<file path="src/rtl/agu_pc_gen.sv">
// agu_pc_gen: parametrised RV32I/RV64I fetch-PC address generation unit.
// Holds the fetch PC, offers it over a valid/ready handshake, advances
// sequentially or redirects for branch/JAL/JALR, and parks in a trap state
// on a misaligned redirect target until acknowledged.
// Optional build macro: COMPRESSED_EN (adds instr_len16, 2-byte steps and
// 2-byte alignment).
module agu_pc_gen #(
  parameter int unsigned           XLEN         = 32,
  parameter logic [XLEN-1:0]       RESET_VECTOR = '0,
  parameter logic [XLEN-1:0]       TRAP_VECTOR  = XLEN'('h100)
) (
  input  logic            CLK,
  input  logic            _Rest,
  input  logic            PCWre,
  input  logic            addr_ready,
  output logic            addr_valid,
  output logic [XLEN-1:0] address,
  input  logic            redirect_valid,
  input  logic [1:0]      pc_src,
  input  logic            branch_taken,
  input  logic [XLEN-1:0] imm,
  input  logic [XLEN-1:0] rs1,
`ifdef COMPRESSED_EN
  input  logic            instr_len16,
`endif
  output logic [XLEN-1:0] link_addr,
  output logic            trap,
  output logic [XLEN-1:0] trap_pc,
  input  logic            trap_ack
);

  typedef enum logic [1:0] {
    BOOT = 2'd0,
    RUN  = 2'd1,
    TRAP = 2'd2
  } state_e;

  typedef enum logic [1:0] {
    SRC_SEQ  = 2'b00,
    SRC_BR   = 2'b01,
    SRC_JAL  = 2'b10,
    SRC_JALR = 2'b11
  } src_e;

  state_e          state;
  src_e            src;
  logic [XLEN-1:0] step;
  logic [XLEN-1:0] target;
  logic            take_redirect;
  logic            misaligned;

  assign src = src_e'(pc_src);

  // Sequential increment: one instruction length.
  always_comb begin
    step = XLEN'(4);
`ifdef COMPRESSED_EN
    if (instr_len16) step = XLEN'(2);
`endif
  end

  assign link_addr = address + step;

  // Redirect target and whether the redirect is effective.
  always_comb begin
    target        = address + imm;
    take_redirect = 1'b0;
    unique case (src)
      SRC_SEQ:  take_redirect = 1'b0;
      SRC_BR:   take_redirect = redirect_valid & branch_taken;
      SRC_JAL:  take_redirect = redirect_valid;
      SRC_JALR: begin
        target        = (rs1 + imm) & ~XLEN'(1);
        take_redirect = redirect_valid;
      end
      default:  take_redirect = 1'b0;
    endcase
  end

  // Alignment check on the redirect target.
  always_comb begin
`ifdef COMPRESSED_EN
    misaligned = target[0];
`else
    misaligned = |target[1:0];
`endif
  end

  // Control FSM with registered PC, handshake and trap outputs.
  always_ff @(posedge CLK) begin
    if (_Rest) begin
      state      <= BOOT;
      address    <= RESET_VECTOR;
      addr_valid <= 1'b0;
      trap       <= 1'b0;
      trap_pc    <= '0;
    end else begin
      unique case (state)
        BOOT: begin
          state      <= RUN;
          addr_valid <= 1'b1;
        end
        RUN: begin
          if (PCWre) begin
            if (take_redirect) begin
              if (misaligned) begin
                state      <= TRAP;
                trap       <= 1'b1;
                trap_pc    <= target;
                addr_valid <= 1'b0;
              end else begin
                address <= target;
              end
            end else if (addr_ready) begin
              address <= link_addr;
            end
          end
        end
        TRAP: begin
          if (PCWre && trap_ack) begin
            state      <= RUN;
            address    <= TRAP_VECTOR;
            trap       <= 1'b0;
            addr_valid <= 1'b1;
          end
        end
        default: begin
          state      <= BOOT;
          address    <= RESET_VECTOR;
          addr_valid <= 1'b0;
          trap       <= 1'b0;
          trap_pc    <= '0;
        end
      endcase
    end
  end

endmodule

</file>
<file path="config.mk">
export PLATFORM = sky130hd
export DESIGN_NAME = agu_pc_gen
export DESIGN_NICKNAME = d
export VERILOG_FILES = /design/src/rtl/agu_pc_gen.sv
export SDC_FILE = /design/constraint.sdc
export NUM_CORES = 1
export LEC_CHECK = 0
export CAP_MARGIN = 20
export CORE_UTILIZATION = 55
export DETAILED_ROUTE_END_ITERATION = 8
export PLACE_DENSITY_LB_ADDON = 0.12
export RECOVER_POWER = 25
export SKIP_CTS_REPAIR_TIMING = 1
export SLEW_MARGIN = 40
export SYNTH_ARGS = -nofsm -noshare
export SYNTH_HDL_FRONTEND = slang
export SYNTH_SLANG_ARGS = --single-unit
</file>
<file path="constraint.sdc">
create_clock -name CLK -period 7.5 [get_ports CLK]
set_input_delay 1.875 -clock CLK [delete_from_list [all_inputs] [get_ports CLK]]
set_output_delay 1.875 -clock CLK [all_outputs]
set_load 0.05 [all_outputs]
</file>
==> metrics <==
top post-synthesis cells by area=dfxtp_1, ha_1, a21oi_1; number of port buffers=170; Final Critical Period=roughly 6 ns; Die W=between 100 and 150 um; Peak supply drop=roughly 0.00013 V; syn nets=about 1.1k; reg2reg start=address[0]; Synth Cell Area=between 0.007 and 0.008 sq mm; library cells used by synthesis=76; grt ovf=0; kind of critical path=reg -> out; Async SR Flop Fraction=0%; fin nets=about 1.2k; DP HPWL=19.2 mm; Internal=roughly 870 uW; CP bufs+invs=1; Slowest cell on crit path=clkdlybuf4s50_1; Cells after Synth=~950; die span in y=115 um; crit path max fanout=6; count of final setup violators=0; outcome=finished, final reports clean; Hold Path Depth=2; commonest register cell after synthesis=dfxtp_1; Critical Path Start Type=flip-flop; Max Cap Viol=0; total net switching power=between 500 and 600 uW; max-slew violation count=0; DRT iter0 DRCs=about 950; residual DRC count=0; Sw Ratio=38.2%; area grow syn2layout=30.2%; fin crit share=between 70 and 80%; Crit path max-delay family=simple AND/OR/NAND/NOR gates; CP startpoint=address[3]; largest net degree at the start of global routing=45; total power=1.41 mW; RSZ-0062 raised after global routing=no; reg2reg setup slack=between 3 and 4 ns; Worst setup EP type=output pin; #FFs+latches synth=68; Placed Area=roughly 0.009 sq mm; post-layout instance area=0.00919 sq mm; Critical Path Max Stage Delay=0.87 ns; Global Route Usage Sum=36.9%; FP Rows=41; Mean Syn Cell Area=7.41 sq um; boundary pin count=171; Clock power frac=a little under a third; drt total wl=around 25 mm; combinational power share=39.7%; Hold Path Sink=trap_pc[11]; die area=about 0.013 sq mm; drt first pass iters=5; Initial Util=between 50% and 60%; worst relative slew slack=43.6%; Post-synth EDFFs=0; via count=roughly 8k; WP data arrival=3.96 ns; CTS Buffer Depth=2; H-tree level count=3; CTS tree=yes; CP most frequent cell=nand3_1; Least-Margin Pin Slew=0.845 ns; Core Box Area=about 0.013 sq mm; fraction of layout cells with a size suffix above 1=under 10%; Synth area leader=dfxtp_1; setup TNS=0 ns; CP cell instances=ha_1, nand3_1, nor4_4, nand2_1, nor3_2, nand3_1, xnor2_1, clkdlybuf4s50_1; FF-to-FF path depth=12; f_max=about 170 MHz; DR WL/cell=19.3 um; Ys Warns=0; Fin. Hold Viols=0; Fin Clk Skew=roughly 0.0078 ns; sequential group share of total power=roughly 28%; share of the synthesized area in the top cell type=roughly 19%; Root Buffer=clkbuf_16; Worst Hold Launch=trap_pc[11]; Num CTS Buffers=9; clock-pin transition on the worst setup and hold timing paths=about 0.060 ns; leakage=3.85 nW; Detail Route Antenna Nets=0; Diodes inserted=0; Critical R2R Capture=address[11]; min-delay worst type=reg -> reg; fin util=73.1%; vias in the first global route=around 7.2k; Clk Latency, worst-skew pair=~0.33 ns; power density cells=154 mW/mm^2; vias per cell=6.28; WP data required=5.62 ns; initial antenna violation count=0; TritonCTS Sinks=around 70; first-pass GRT wire length=approximately 38 mm; gpl congestion=0.953; post-synthesis sequential area ratio=19.3%
[area by class of cell]
type                            count  area (sq um)
Inverter                           31           116
Sequential cell                    68          1360
Timing Repair Buffer              176          1750
Clock inverter                      6          88.8
Tap cell                          172           215
Fill cell                        1045          3380
Multi-Input combinational cell    815          5430
Clock buffer                       10           229
[through the flow]
stage | cells | worst slack [ns] | hold slack [ns]
2_1_floorplan | 952 | 2.55 | 0.549
3_3_place_gp | 1262 | 2.20 | 0.439
3_5_place_dp | 1262 | 2.04 | 0.443
4_1_cts | 1278 | 1.82 | 0.451
5_1_grt | 1278 | 1.57 | 0.477
6_report | 1278 | 1.66 | 0.447
[worst max-delay path by stage]
stage                               end  slack (ns)  cells past startpoint
after floorplan           link_addr[29]        2.55                      8
after global placement    link_addr[28]        2.20                      8
after detailed placement    address[12]        2.04                     13
after CTS                 link_addr[26]        1.82                      8
after global routing      link_addr[26]        1.57                      8
final                     link_addr[26]        1.66                      8
[cells in the final DEF (no fill, tap or decap), drive strengths merged, types with 8 or more instances in the layout]
cell type / n
nor3: 21
o211ai: 10
clkdlybuf4s50: 129
nand4: 16
dlygate4sd3: 41
clkbuf: 10
o21ai: 92
and2: 13
nand2b: 11
xnor2: 42
a31oi: 16
ha: 66
nor2: 75
nand3: 48
dfxtp: 68
o21a: 11
nor2b: 11
o21bai: 8
mux2i: 19
and3: 18
nand2: 89
inv: 31
a32oi: 10
a22oi: 8
a21oi: 87
a21o: 30
a211oi: 10
xor2: 27
[layer usage]
| layer | part of all wire, % | wire length, um | global-route usage [%] | up-vias |
|---|---|---|---|---|
| met5 | 0 | 0 | 0 | - |
| met4 | 2.9 | 704 | 13.2 | 0 |
| met3 | 11 | 2760 | 5.59 | 53 |
| met2 | 42 | 10200 | 54.2 | 497 |
| met1 | 44 | 10900 | 54.2 | 3632 |
| li1 | - | - | - | 3838 |
[power by group through the flow]
| stage | combinational, mW | clock [mW] | sequential (mW) |
|---|---|---|---|
| final | 0.560 | 0.451 | 0.401 |
| after floorplan | 0.313 | 0 | 0.458 |
| after global placement | 0.544 | 0 | 0.407 |
| after CTS | 0.552 | 0.449 | 0.400 |
| after detailed placement | 0.549 | 0 | 0.408 |
| after global routing | 0.600 | 0.464 | 0.403 |
[cells in the mapped netlist, types with 6 or more instances]
master    number
a21oi_1       86
a211oi_1       7
o21ai_1        6
inv_1         31
clkbuf_1      31
a32oi_1       10
dfxtp_1       68
nand2_1       89
nor2b_1       11
o211ai_1      10
and2_1        12
and3_1        17
o31ai_1        6
ha_1          66
nand3_1       48
o21bai_1       7
nor2_1        75
xor2_1        27
a31oi_1       16
o21a_1        11
nand2b_1      11
a22oi_1        8
nand4_1       16
xnor2_1       42
mux2i_1       19
nor3_1        19
a21o_1        30
o21ai_0       85
[kinds of logic after synthesis]
family                     count (synthesis)  synth area share [%]
AOI/OAI and AO/OA                        334                  30.9
muxes                                     22                  3.17
xor gates and xnor gates                  69                  8.56
and+or+nand+nor                          322                  22.0
adders and majority gates                 68                  12.3
buffers and inverters                     69                  3.81
DFF                                       68                  19.3
[state kept, by name (all words and copies together) (netlist names)]
| register | flops |
|---|---|
| trap_pc | 32 |
| addr_valid | 1 |
| address | 32 |
| trap | 1 |
| state | 2 |
[worst register-to-register path, stage by stage (launching register included)]
cell	delay (ns)
dfxtp_1	0.37
ha_1	0.23
inv_1	0.07
fa_1	0.47
a21bo_2	0.24
o2111ai_1	0.21
o211ai_1	0.14
a21o_1	0.34
nor3_1	0.71
nand2_1	0.33
nor2_1	0.20
o21ai_0	0.10
o211ai_1	0.13
Note: power is estimated with default switching activity, not from simulation.
